### src/rtl/spi_pkg.sv
// Shared types and defaults for the SPI master controller and its helpers.
package spi_pkg;

   localparam int DEFAULT_FRAME_WIDTH = 16;

   typedef enum logic [2:0] {
      IDLE,
      SETUP,
      HIGH,
      LOW,
      HOLD,
      GAP
   } spi_state_t;

endpackage

### src/rtl/spi_sclk_div.sv
// Half-period timer for the SPI clock: ticks on the last clk cycle of each
// CLK_DIV-long sclk phase and restarts from zero whenever asked to.
module spi_sclk_div #(
   parameter int CLK_DIV = 2
) (
   input  logic clk,
   input  logic reset,
   input  logic enable,
   input  logic restart,
   output logic tick
);

   localparam int CW = (CLK_DIV > 1) ? $clog2(CLK_DIV) : 1;
   localparam logic [CW-1:0] LAST = CW'(CLK_DIV - 1);

   logic [CW-1:0] count;

   assign tick = enable && (count == LAST);

   // Count clk cycles within the current sclk half-period, wrapping on the tick.
   always_ff @(posedge clk) begin
      if (reset || restart) begin
         count <= '0;
      end else if (enable) begin
         count <= tick ? '0 : count + 1'b1;
      end
   end

endmodule

### src/rtl/spi_master_ctrl.sv
// Mode-0 SPI master: one FRAME_WIDTH-bit MSB-first full-duplex transfer per
// accepted start, with programmable ss setup, hold and inter-frame gap.
module spi_master_ctrl
   import spi_pkg::*;
#(
   parameter int FRAME_WIDTH = DEFAULT_FRAME_WIDTH,
   parameter int CLK_DIV     = 2,
   parameter int SS_SETUP    = 2,
   parameter int SS_HOLD     = 2,
   parameter int SS_GAP      = 4
) (
   input  logic                   clk,
   input  logic                   reset,
   input  logic                   start,
   input  logic [FRAME_WIDTH-1:0] tx_data,
   output logic                   busy,
   output logic                   done,
   output logic [FRAME_WIDTH-1:0] rx_data,
   output logic                   sclk,
   output logic                   ss,
   output logic                   mosi,
   input  logic                   miso
);

   localparam int CNT_W = $clog2(FRAME_WIDTH) + 1;
   localparam logic [CNT_W-1:0] LAST_BIT = CNT_W'(FRAME_WIDTH - 1);
   localparam logic [15:0] SETUP_LAST = 16'(SS_SETUP - 1);
   localparam logic [15:0] HOLD_LAST  = 16'(SS_HOLD - 1);
   localparam logic [15:0] GAP_LAST   = 16'(SS_GAP - 1);

   spi_state_t state;
   spi_state_t state_next;

   logic [FRAME_WIDTH-1:0] tx_shift;
   logic [FRAME_WIDTH-1:0] rx_shift;
   logic [CNT_W-1:0]       bit_cnt;
   logic [15:0]            phase_cnt;
   logic                   half_tick;
   logic                   div_enable;
   logic                   div_restart;

   assign div_enable  = (state == HIGH) || (state == LOW);
   assign div_restart = (state == SETUP);
   assign mosi        = tx_shift[FRAME_WIDTH-1];

   spi_sclk_div #(
      .CLK_DIV (CLK_DIV)
   ) u_sclk_div (
      .clk     (clk),
      .reset   (reset),
      .enable  (div_enable),
      .restart (div_restart),
      .tick    (half_tick)
   );

   // State register; reset abandons any frame in flight.
   always_ff @(posedge clk) begin
      if (reset) begin
         state <= IDLE;
      end else begin
         state <= state_next;
      end
   end

   // Next-state decision plus the pin levels implied by the current state.
   always_comb begin
      state_next = state;
      ss         = 1'b1;
      sclk       = 1'b0;
      busy       = 1'b1;
      case (state)
         IDLE: begin
            busy = 1'b0;
            if (start) state_next = SETUP;
         end
         SETUP: begin
            ss = 1'b0;
            if (phase_cnt == SETUP_LAST) state_next = HIGH;
         end
         HIGH: begin
            ss   = 1'b0;
            sclk = 1'b1;
            if (half_tick) state_next = LOW;
         end
         LOW: begin
            ss = 1'b0;
            if (half_tick) state_next = (bit_cnt == LAST_BIT) ? HOLD : HIGH;
         end
         HOLD: begin
            ss = 1'b0;
            if (phase_cnt == HOLD_LAST) state_next = GAP;
         end
         GAP: begin
            if (phase_cnt == GAP_LAST) state_next = IDLE;
         end
         default: begin
            state_next = IDLE;
         end
      endcase
   end

   // Datapath: phase timing, shift registers, bit count and the completion pulse.
   always_ff @(posedge clk) begin
      if (reset) begin
         tx_shift  <= '0;
         rx_shift  <= '0;
         bit_cnt   <= '0;
         phase_cnt <= '0;
         rx_data   <= '0;
         done      <= 1'b0;
      end else begin
         done <= 1'b0;

         if (state_next != state) begin
            phase_cnt <= '0;
         end else if ((state == SETUP) || (state == HOLD) || (state == GAP)) begin
            phase_cnt <= phase_cnt + 16'd1;
         end

         if ((state == IDLE) && start) begin
            tx_shift <= tx_data;
            rx_shift <= '0;
            bit_cnt  <= '0;
         end

         if ((state_next == HIGH) && (state != HIGH)) begin
            rx_shift <= {rx_shift[FRAME_WIDTH-2:0], miso};
         end

         if ((state == HIGH) && (state_next == LOW)) begin
            tx_shift <= {tx_shift[FRAME_WIDTH-2:0], 1'b0};
         end

         if ((state == LOW) && (state_next == HIGH)) begin
            bit_cnt <= bit_cnt + 1'b1;
         end

         if ((state == HOLD) && (state_next == GAP)) begin
            rx_data <= rx_shift;
            done    <= 1'b1;
         end
      end
   end

endmodule

### config.mk
export PLATFORM = sky130hd
export DESIGN_NAME = spi_master_ctrl
export DESIGN_NICKNAME = d
export VERILOG_FILES = /design/src/rtl/spi_pkg.sv /design/src/rtl/spi_sclk_div.sv /design/src/rtl/spi_master_ctrl.sv
export SDC_FILE = /design/constraint.sdc
export NUM_CORES = 1
export LEC_CHECK = 0
export BUFFER_PORTS_ARGS = -buffer_cell sky130_fd_sc_hd__buf_2
export CORE_ASPECT_RATIO = 0.5
export CORE_UTILIZATION = 49
export DETAILED_ROUTE_END_ITERATION = 10
export HOLD_SLACK_MARGIN = 0.08
export PLACE_DENSITY = 0.69
export SLEW_MARGIN = 20
export SYNTH_ARGS = -nofsm -noshare
export SYNTH_HDL_FRONTEND = slang
export SYNTH_SLANG_ARGS = --single-unit
### constraint.sdc
create_clock -name clk -period 2.8 [get_ports clk]
set_input_delay 0.42 -clock clk [delete_from_list [all_inputs] [get_ports clk]]
set_output_delay 0.42 -clock clk [all_outputs]
set_load 0.01 [all_outputs]
==> run summary, run 1 <==
The run finished with clean final reports. The count of standard-cell rows was 20; the length of routed met3 wiring was 294 um. The later pin in the worst-skew pair is clocked with a latency of 0.34 ns. The placed instances occupy a cell area of 3590 um^2.

The worst hold path passes through 3 cells. Entering global routing, the biggest net connects 59 pins. The sum of routed wire length over all layers came out at 6.70 mm.

Starting density of the core: 0.529. In this run the worst path has a maximum fanout of 9. In the detailed route, the total length drawn on met2 is 2.93 mm. The global-route usage over all layers is 0.206, and the fraction of final layout cells sized beyond drive strength 1 is 0.189. The run gives 553 as the count of fill cells added during filler insertion. For the routed length on met1, the log shows 3.37 mm. For the pin with the worst max-slew slack, the measured transition is 0.618 ns.

The run gives 0.00197 W as the internal power of the cells. The synthesized design contains 74 register bits. The run gives 0 as the final number of hold-violating endpoints.

The worst-case IR drop observed on VDD is 0.000401 V. The slowest library cell on the worst path is sky130_fd_sc_hd__a2111oi_1. By area the synthesized netlist is led by sky130_fd_sc_hd__dfxtp_1 44%, sky130_fd_sc_hd__nor2_1 7.7%, sky130_fd_sc_hd__mux2i_1 6.0%. The synthesized area per cell was 8.81 um^2. The number of antenna violations at the first check in global routing is 0. The library cell occupying the most area in the post-synthesis netlist was sky130_fd_sc_hd__dfxtp_1. The sort of element at the start of the critical path was a register. Root buffer selected by CTS: sky130_fd_sc_hd__clkbuf_16. The analysis attributes to net switching a power of 0.000570 W.

The tools report the synthesized net count as 404. The switching share of power came out at 0.224. The tools report the routability congestion estimate from global placement as 0.784. The final clock period utilization by the worst path is 0.904.

During I/O placement, the number of pins put on the boundary was 41. The simple-gate share of the synthesized area is 0.227. The mux share of post-synthesis cell area came out at 0.0631. The largest single stage delay on the critical path is 0.44 ns. The async set-or-reset flop fraction in the synthesized netlist is 0, and the final net count is 438.

Maximum level of the CTS H-tree: 3. Compared with the post-synthesis result, the final layout area differs by 17.3%. The clock drives 74 sinks. Counting I/O delays and the setup requirement, the final critical path takes 2.53 ns. The run gives 3350 um^2 as the cell area after technology mapping. The tools report the worst-case clock skew as 0.00761 ns. The repair_antennas step left the layout with diodes totalling 0. The logic depth of the worst register-to-register path is 9, and the remaining global-route overflow is 0. The startpoint identified for the worst hold timing path is tx_data[0]. TritonCTS built the clock tree.

The logs give 0 for the final count of pins violating max slew and 0.585 for the headroom to the max-slew limit. The floorplan step defined a die boundary enclosing 7190 um^2. The run gives 0.430 as the sequential fraction of design power. The cell area after layout was 3930 um^2. The library cells used most frequently in the layout, excluding fill and tap cells, are 74 x sky130_fd_sc_hd__dfxtp_1, 69 x sky130_fd_sc_hd__nor2_1, 40 x sky130_fd_sc_hd__buf_2. The synthesized-area fraction occupied by ao, oa, aoi and oai cells is 0.159, and the initial DRC count is 170.

The logs give 3.07 ns for the data required time of the worst path and 0 for the final-report setup violation count. Setup repair after global routing left no endpoint under its margin. The worst register-to-register path has a setup slack of 0.27 ns.

The worst setup path is of the reg2reg kind. The number of detailed-routing iterations run before antenna repair was 4; the number of distinct library cells after synthesis was 47. The min-delay analysis places its worst path in the category in2reg. The total vias in the final route is 2747. The number of vias per cell after detailed routing works out to 5.42.

The synthesized-area fraction occupied by adder cells is 0.0149. The cell type group with the largest total delay on the critical path was compound AO/OA/AOI/OAI gates. The sum of buffers and inverters on the critical path is 1.

For hold timing, the worst endpoint is tx_shift[0]. Largest family of logic cells by synthesized area: simple AND/OR/NAND/NOR gates. The critical path capture point type was a register. The critical register-to-register path endpoint is phase_cnt[14]. The logs give 11.4 mm for the global-route wire length before repair and 0 for the final routed DRC violation total. The share of synthesized area occupied by flip-flops and latches is 0.442, and the final total power is 0.00254 W. The proportion of power drawn by the clock network was 0.500; the share of power burned in combinational logic was 0.070.

The worst register-to-register path begins at bit_cnt[0]. Yosys mapped a number of flops with a built-in enable equal to 0. The cell count after synthesis came out at 380. Measured along the x axis, the die boundary spans 119 um. The final setup TNS was 0 ns; the area share of the largest cell type after synthesis was 0.442. The detail route stage leaves a number of antenna-violating nets equal to 0.

The final core utilization is 0.620. Walking the worst path, the cells encountered are ha_1, and3_1, ha_1, and3_1, o21a_1, a2111oi_1, o221ai_2, buf_4, nor2_1. The number of logic stages on the critical path including buffering came out at 9. The die span in y is 60.5 um. Dividing the detail-routed wire length by the instance count gives 13.2 um. The arrival time reported for the critical path endpoint is 2.80 ns.

The xor and xnor fraction of the mapped netlist area was 0.0418; the total power divided by cell area was 648 nW/um^2. For this run, the top clock speed supported by timing is 395 MHz. The most used flip-flop cell after synthesis is sky130_fd_sc_hd__dfxtp_1. The tool flagged a number of max-cap violations equal to 0. For the quantity of hold-fixing buffers added after cts, the log shows 0.

For the via count of the first global-routing pass, the log shows 2423. In this run the top signal layer used is met4. The commonest non-fill, non-tap cell in the layout is sky130_fd_sc_hd__dfxtp_1. After clock tree synthesis, the clock-pin slew on the worst setup and hold paths is 0.06 ns. The tools report the core box area as 6330 um^2.

In this run, CTS created clock tree buffers numbering 9. The tools report the largest buffer count on any clock path as 2. The run gives 4.40 mm as the sum of net half-perimeters after detailed placement. Buffers placed on the I/O ports in this run total 40.

For this run, the number of Yosys warnings is 0. The leakage component of the power was 1.61 nW.
-- worst reg2reg max path, cell delays in order (launching register included) --
cell and delay (ns):
sky130_fd_sc_hd__dfxtp_1 0.34, sky130_fd_sc_hd__ha_1 0.23, sky130_fd_sc_hd__and3_1 0.18, sky130_fd_sc_hd__ha_1 0.22, sky130_fd_sc_hd__and3_1 0.22, sky130_fd_sc_hd__o21a_1 0.17
sky130_fd_sc_hd__a2111oi_1 0.44, sky130_fd_sc_hd__o221ai_2 0.30, sky130_fd_sc_hd__buf_4 0.25, sky130_fd_sc_hd__nor2_1 0.12
-- state kept, by name, summed over array words and instances (netlist names) --
register,cells
bit_cnt,5
done,1
phase_cnt,16
rx_data,16
rx_shift,16
state,3
tx_shift,16
u_sclk_div.count,1
-- through the flow --
stage | hold WS, ns | setup WS [ns] | cells
after CTS | 0.317 | 0.198 | 507
after global placement | 0.443 | 0.307 | 491
after detailed placement | 0.450 | 0.219 | 491
after floorplan | 0.432 | 0.510 | 380
final | 0.319 | 0.269 | 507
after global routing | 0.345 | 0.0659 | 507
-- Yosys cell counts, drive strengths merged (5+ instances only) --
cell    number
mux2i       20
nand2b      17
inv          7
a22oi       17
o21ai       18
dfxtp       74
o31ai       13
clkbuf      16
xor2         8
a21oi       22
or4          5
xnor2        8
nand2       25
and3         5
buf         10
nor2        69
-- power by group through the flow --
| stage | logic, W | clock network [W] | registers, W |
|---|---|---|---|
| finish | 0.000179 | 0.00127 | 0.00109 |
| global placement | 0.000172 | 0 | 0.00111 |
| floorplan | 0.000138 | 0 | 0.00111 |
| CTS | 0.000179 | 0.00130 | 0.00109 |
| detailed placement | 0.000178 | 0 | 0.00112 |
| global route | 0.000200 | 0.00134 | 0.00110 |
-- cells by family (layout without fill, tap and decap cells) --
logic type                 Yosys count  after routing
and+or+nand+nor                    150            150
AOI/OAI and AO/OA                   82             82
DFF                                 74             74
buffers and inverters               33             72
muxes                               21             21
xor gates and xnor gates            16             16
adders and majority gates            4              4
-- final cells by class --
type	count	area [um^2]	share of cell area
clock buffers	11	253	0.0644
multi-input cells	273	1700	0.434
inverters	7	26.3	0.00669
clock inverters	5	85.1	0.0217
repair buffers	49	268	0.0682
well taps	88	110	0.0280
flip-flops and latches	74	1480	0.377
-- repair_timing --
action | CTS | global route
endpoints found under the setup margin | 0 | 9
buffers inserted | 0 | 0
gates resized for setup | 0 | 1
-- metal layers --
layer	global-route usage	vias up
li1	-	1400
met1	0.264	1290
met2	0.325	46
met3	0.0695	11
met4	0.0922	0
met5	0	-
-- how the worst max path moves through the flow --
| stage | from | end | slack [ns] |
|---|---|---|---|
| 2_1_floorplan | bit_cnt[0] | phase_cnt[7] | 0.51 |
| 3_3_place_gp | bit_cnt[0] | phase_cnt[14] | 0.31 |
| 3_5_place_dp | bit_cnt[0] | phase_cnt[15] | 0.22 |
| 4_1_cts | bit_cnt[0] | phase_cnt[14] | 0.20 |
| 5_1_grt | bit_cnt[0] | phase_cnt[14] | 0.07 |
| 6_report | bit_cnt[0] | phase_cnt[14] | 0.27 |
(Power assumes the default switching activity.)
==> inputs of run 2 (changes only) <==
Clock period 2.8 ns to 2.5 ns, I/O delays scaled along.
==> run 2 against run 1 <==
Routed wire length rose by 5.2%. Largest cell class unchanged. Maximum frequency grew 7.0%. Largest power group unchanged. Non-clock buffer count increased by 3. Sequential power is 13% higher. Highest routed layer unchanged.
==> run summary, run 2 (synthesized netlist as in run 1, its figures left out) <==
The run gives 217 as the initial DRC count. The number of antenna diodes in the final layout is 0. Measured along the y axis, the die boundary spans 60.5 um.

CTS saw 74 sinks. The area of the die is 7190 um^2, and the worst reg-to-reg setup slack is 0.13 ns. The tools report the leakage component of the power as 1.61 nW. Highest metal layer with signal wires: met4.

The count of cells in the finished layout, fillers not included, comes to 510. CTS placed an instance of sky130_fd_sc_hd__clkbuf_16 at the clock tree root. The number of antenna violations at the first check in global routing was 0.

The source of the worst hold timing path is tx_data[0]. The tools report the final routed DRC violation total as 0. The run finished with clean final reports.

The number of detailed-routing iterations run before antenna repair came out at 4. Routability congestion estimate from global placement: 0.792. The run gives 0.529 as the starting density of the core.

The top cell types in the final layout, fill and taps aside, are 74 x sky130_fd_sc_hd__dfxtp_1, 69 x sky130_fd_sc_hd__nor2_1, 40 x sky130_fd_sc_hd__buf_2. The sum of routed wire length over all layers came out at 7.05 mm. On the final layout, the worst clock skew is 0.00722 ns.

The clock passes through at most 2 buffers. The worst setup path is launched from a register. The fraction of final layout cells sized beyond drive strength 1 works out to 0.192. At the placement stage, the worst setup path has a slack of 0.0949 ns. The via count of the first global-routing pass came out at 2515. The logs give 1480 um^2 for the register area and 557 for the count of fill cells added during filler insertion.

Slowest library cell on the worst path: sky130_fd_sc_hd__a2111oi_2. Including well taps, the total number of placed cells is 492. Final number of hold-violating endpoints: 0. The remaining global-route overflow came out at 0.

By startpoint and endpoint, the worst setup path is classified as reg2reg. Buffers placed on the I/O ports in this run total 40. The routed design uses 342 um of met3 wire. Clock-pin slew was measured on the worst setup and hold paths at 0.05 ns.

Summing all multi-input logic gate instances after layout gives 1710 um^2. After legalization and detailed placement, the total HPWL measured 4.55 mm. For this run, the post-layout net count is 441. For the pin with the worst max-slew slack, the measured transition is 0.967 ns. The number of vias per cell after detailed routing was 5.37. The worst register-to-register path begins at bit_cnt[0]. The worst register-to-register path ends at phase_cnt[7].

For this design, the CTS-stage hold fixing added 0 buffers. For this block, the via count after detailed routing is 2739. The headroom to the max-slew limit is 0.353. The maximum frequency from static timing analysis was 423 MHz; the delay of the slowest cell on the worst path was 0.38 ns. The logic depth of the worst register-to-register path is 9, and the final clock period utilization by the worst path is 0.947. The detailed router put a total of 3.47 mm of wire on met1. For the finished layout, the period the worst path requires is 2.37 ns. The detail route stage leaves a number of antenna-violating nets equal to 0.

Compared with the post-synthesis result, the final layout area differs by 16.9%. For hold timing, the worst endpoint is tx_shift[0]. Walking the worst path, the cells encountered are ha_1, and3_1, ha_1, and3_1, o21a_1, a2111oi_2, o221ai_2, buf_4, nor2_1. Count of cells along the worst hold path: 3. After floorplanning, the core was divided into 20 placement rows.

For the data required time of the worst path, the log shows 2.77 ns. TritonCTS built the clock tree. The number of top-level design ports was 41. The final total power is 0.00271 W, and the arrival time reported for the critical path endpoint is 2.63 ns.

The global-route usage over all layers is 0.210. The global-route wire length before repair was 11.6 mm; the routed wirelength normalized by instance count was 13.8 um. The path class of the tightest hold or removal check is in2reg. Summed over all nets, wire length on met2 after detailed routing comes to 3.21 mm. The critical path capture point type is a register. The die is 119 um wide. Max-cap violations in this run came to 0. Setup violations remaining at the end of the flow were counted as 0. The core box area was 6330 um^2; the number of buffers inserted during clock tree synthesis was 9.

The tools report the source-to-sink clock delay at the later pin of the worst-skew pair as 0.34 ns. The run gives 59 as the pin count of the biggest net entering global routing. The worst-case IR drop observed on VDD is 0.000448 V. The final worst slack is 0.134 ns. Commonest non-fill, non-tap cell in the layout: sky130_fd_sc_hd__dfxtp_1. CTS built an H-tree with a depth of 3. Of all nets on the critical path, the largest fanout is 12. The final count of pins violating max slew was 0; the total power divided by cell area was 691 nW/um^2. The run gives 0.618 as the final core utilization.
==> run 2: changes by cell type in the layout (fill, tap and decap cells not counted) <==
| cell | before | now |
|---|---|---|
| sky130_fd_sc_hd__inv_6 | 1 | 0 |
| sky130_fd_sc_hd__a2111oi_1 | 1 | 0 |
| sky130_fd_sc_hd__clkbuf_8 | 2 | 1 |
| sky130_fd_sc_hd__buf_4 | 9 | 12 |
| sky130_fd_sc_hd__bufinv_16 | 2 | 1 |
| sky130_fd_sc_hd__a2111oi_2 | 0 | 1 |
| sky130_fd_sc_hd__clkbuf_1 | 0 | 2 |
| sky130_fd_sc_hd__clkinv_2 | 0 | 1 |
==> run 2: critical path, delay by kind of cell (launching register included) <==
family	cells	cell delay (ns)
buffers and inverters	1	0.23
DFF	1	0.35
and+or+nand+nor	3	0.51
AOI/OAI and AO/OA	3	0.77
adders and majority gates	2	0.43
==> run 2: report_power, final <==
part	internal [W]	total [W]	switching, W
Clock	0.000799	0.00127	0.000473
Sequential	0.00120	0.00123	0.0000208
Combinational	0.0000759	0.000207	0.000131
==> run 2: per-stage QoR <==
step	setup TNS, ns	area [um^2]	hold WS [ns]
2_1_floorplan	0	3350	0.432
3_3_place_gp	0	3600	0.442
3_5_place_dp	0	3600	0.450
4_1_cts	0	3890	0.277
5_1_grt	-0.0200	3920	0.293
6_report	0	3920	0.285
==> run 2: worst max path at each step <==
stage / startpoint / to / slack [ns]
2_1_floorplan: bit_cnt[0] / phase_cnt[7] / 0.21
3_3_place_gp: bit_cnt[0] / phase_cnt[15] / 0.15
3_5_place_dp: bit_cnt[0] / phase_cnt[7] / 0.09
4_1_cts: bit_cnt[0] / phase_cnt[7] / 0.05
5_1_grt: bit_cnt[0] / phase_cnt[15] / -0.009
6_report: bit_cnt[0] / phase_cnt[7] / 0.13
==> run 2: what timing repair did <==
action	4_1_cts	5_1_grt
gates resized for setup	0	2
endpoints found under the setup margin	0	13
setup buffers	0	2
==> run 2: routing by layer <==
layer  up-vias  global-route usage
met5         -                   0
met4         0              0.0759
met3         4              0.0799
met2        53               0.339
met1      1276               0.264
li1       1406                   -
==> run 2: cell type report <==
cell class                 instances  area share
sequential                        74       0.378
clock inverter                     4      0.0131
clock buffer                      12      0.0630
timing repair buffer              52      0.0741
tap                               88      0.0281
inverter                           7     0.00671
multi-input combinational        273       0.437
==> inputs of run 3 (changes only) <==
Settings changed: ABC_AREA set to 1, GPL_ROUTABILITY_DRIVEN set to 0.
Clock period 2.5 ns to 2.8 ns, I/O delays scaled along.
==> run 3 against run 2 <==
Worst setup slack improved by 0.44 ns. Combinational power up 14%. Count of clock-buffer cells in the layout grew 1. Critical path type unchanged. Routed wire length shrank 2.1%. Total power shrank 6.9%. Synthesized area increased by 2.2%. Sequential power fell by 11%. Worst hold slack better by 0.072 ns. Critical path depth unchanged. First-iteration DRC count is 11% higher. Synthesized cell count grew 17%. Highest routed layer unchanged.
==> run summary, run 3 <==
The worst path in the final design needs a cycle of 2.23 ns, including I/O delays and setup. The tools report the pin count of the biggest net entering global routing as 52. After detailed routing, the number of remaining DRC violations is 0. The die covers 7340 um^2. Dividing the synthesized area by the synthesized cell count gives 7.69 um^2. Area share of the largest cell type after synthesis: 0.433. The completed layout was analyzed and its total power is 0.00252 W.

Dividing the detail-routed via count by the number of cells gives 5.19. After the last flow step, the layout net total stands at 501. The worst setup path is of the reg2reg kind. The tree is rooted in a sky130_fd_sc_hd__clkbuf_16.

The total power divided by cell area works out to 635 nW/um^2. Buffers added to address setup during post-CTS repair amount to 0. The worst setup path is captured at a register.

Across the VDD grid, the largest voltage drop is 0.000378 V. The wire-length estimate of the detail-placed layout is 4.59 mm. The cell area after technology mapping is 3420 um^2, and the number of cells produced by synthesis is 445. The area growth from synthesis to layout is 15.9%. Of all nets on the critical path, the largest fanout is 23. For the synthesized net count, the log shows 469. STA classifies the critical path startpoint as a register. TritonCTS built the clock tree. Clock-pin slew was measured on the worst setup and hold paths at 0.06 ns.

The via count of the first global-routing pass is 2554. The leakage component of the power is 1.54 nW. Leaving out fill and tap cells, the most frequent cell in the layout is sky130_fd_sc_hd__dfxtp_1.

In the post-synthesis netlist, the biggest area contributors are sky130_fd_sc_hd__dfxtp_1 43%, sky130_fd_sc_hd__nand2_1 8.0%, sky130_fd_sc_hd__nor2_1 6.4%. Final clock period utilization by the worst path: 0.797. The clock net sink count was 74; the starting density of the core was 0.509. Synthesis instantiated 33 different standard cells from the library. Async set-or-reset flop fraction in the synthesized netlist: 0.

TritonCTS created 9 clock buffers. Max-cap violations in this run came to 0. After routing, the total negative slack on setup checks comes to 0 ns. Primary flip-flop cell chosen by synthesis mapping: sky130_fd_sc_hd__dfxtp_1. For this run, the number of Yosys warnings is 0. The routed wirelength normalized by instance count was 12.0 um; the number of routed nets with antenna violations was 0.

The headroom to the max-slew limit came out at 0.580. Leaving out fill and tap cells, the most frequent cells in the layout are 74 x sky130_fd_sc_hd__dfxtp_1, 73 x sky130_fd_sc_hd__nand2_1, 58 x sky130_fd_sc_hd__nor2_1. The number of antenna violations at the first check in global routing is 0.

The quantity of gates resized following cts is 0, and the number of buffers inserted by port buffering is 40. Buffers inserted to repair hold after CTS numbered 0. The library cell occupying the most area in the post-synthesis netlist was sky130_fd_sc_hd__dfxtp_1. The final count of pins violating max slew is 0, and the post-synthesis register bit count is 74. The run gives 2.99 ns as the data required time of the worst path.

The final number of hold-violating endpoints was 0. The logs give 2979 for the total vias in the final route and 448 MHz for the maximum frequency from static timing analysis. Before antenna repair, the detailed router went through 4 iterations. The count of standard-cell rows was 21. Between clock sinks in the finished design, the worst skew comes to 0.00454 ns. The worst reg-to-reg setup slack is 0.57 ns, and the final-report setup violation count is 0. The first global-routing pass estimated 11.7 mm of wire. For this run the aggregate overflow at the end of global routing stands at 0. The transition time at the pin with the least slew margin is 0.626 ns.

The commonest cells after synthesis are 74 x sky130_fd_sc_hd__dfxtp_1, 73 x sky130_fd_sc_hd__nand2_1, 58 x sky130_fd_sc_hd__nor2_1. The total area inside the core boundary comes to 6730 um^2. The global-route usage over all layers is 0.205, and the number of flops mapped to enable cells by yosys is 0. The detailed router finished its first iteration with 240 violations.

0 antenna diodes ended up in the layout. The most frequent cell after synthesis was sky130_fd_sc_hd__dfxtp_1. The fraction of final layout cells sized beyond drive strength 1 was 0.176. The die span in y was 61.1 um. The die extent in x is 120 um, and the number of top-level design ports is 41.

STA puts the critical path data arrival time at 2.42 ns. The flow ran to the end, and the final reports show no timing, DRC or antenna violations. In this run the deepest clock path goes through 2 buffers.

Type of the worst min-delay path: in2reg. Setup repair after global routing left no endpoint under its margin. Share of synthesized area occupied by flip-flops and latches: 0.433. The run gives 3 as the maximum level of the CTS H-tree. Clock latency on the worst-skew pair, taken at its later pin, is 0.33 ns.

The routed design has 6.90 mm of wire.
-- run 3: cell types whose count changed after synthesis, moves of 10 or more --
cell	before	now
sky130_fd_sc_hd__a21oi_1	22	40
sky130_fd_sc_hd__a22oi_1	17	0
sky130_fd_sc_hd__mux2i_1	20	0
sky130_fd_sc_hd__a221oi_1	0	14
sky130_fd_sc_hd__nor3_2	0	10
sky130_fd_sc_hd__nand4_1	4	25
sky130_fd_sc_hd__inv_1	7	40
sky130_fd_sc_hd__nand2_1	25	73
sky130_fd_sc_hd__nand2b_1	17	0
sky130_fd_sc_hd__nand3_1	4	32
sky130_fd_sc_hd__nor2_1	69	58
sky130_fd_sc_hd__o31ai_1	13	0
sky130_fd_sc_hd__o21ai_0	15	2
-- run 3: cell families after synthesis --
family / synth area share
and+or+nand+nor: 0.308
DFF: 0.433
AOI/OAI and AO/OA: 0.107
xor gates and xnor gates: 0.0516
adders and majority gates: 0.0146
buffers and inverters: 0.0856
-- run 3: layout make-up --
cell class | instances | area (um^2)
inverter | 47 | 176
clock buffer | 13 | 270
multi-input combinational | 301 | 1650
tap | 92 | 115
timing repair buffer | 44 | 230
sequential | 74 | 1480
clock inverter | 3 | 46.3
fill | 661 | 2760
-- run 3: final timing paths --
| path | cells past startpoint | to | startpoint |
|---|---|---|---|
| max reg2reg | 9 | rx_shift[10] | state[0] |
| min reg2reg | 2 | rx_data[8] | rx_data[8] |
| min | 2 | bit_cnt[4] | reset |
| max | 9 | rx_shift[10] | state[0] |
-- run 3: power by group --
group	switching (W)	internal, W	total [W]
clock network	0.000428	0.000764	0.00119
logic	0.000166	0.0000688	0.000235
registers	0.0000158	0.00108	0.00109
-- run 3: routing by layer --
metal  global-route usage  vias up  routed length, um
met5                    0        -                  0
met4               0.0857        0                 87
met3               0.0565        9                357
met2                0.330       68               3040
met1                0.266     1349               3410
li1                     -     1553                  -
-- run 3: per-stage QoR --
| step | setup WS (ns) | instance area [um^2] | std cells | hold slack, ns | util |
|---|---|---|---|---|---|
| after detailed placement | 0.587 | 3650 | 558 | 0.450 | 0.543 |
| after floorplan | 1.05 | 3420 | 445 | 0.446 | - |
| after CTS | 0.567 | 3970 | 574 | 0.341 | 0.590 |
| final | 0.569 | 3970 | 574 | 0.357 | 0.590 |
| after global placement | 0.631 | 3650 | 558 | 0.448 | 0.543 |
| after global routing | 0.317 | 3970 | 574 | 0.361 | 0.590 |
-- run 3: critical path, cell delays in order (launching register included) --
cell and delay, ns:
sky130_fd_sc_hd__dfxtp_1 0.45, sky130_fd_sc_hd__inv_2 0.13, sky130_fd_sc_hd__nor2_1 0.13, sky130_fd_sc_hd__inv_2 0.06
sky130_fd_sc_hd__nor2_4 0.13, sky130_fd_sc_hd__nand3_1 0.11, sky130_fd_sc_hd__nand2_2 0.35, sky130_fd_sc_hd__nand4_2 0.44
sky130_fd_sc_hd__nand3_1 0.19, sky130_fd_sc_hd__a21oi_1 0.08
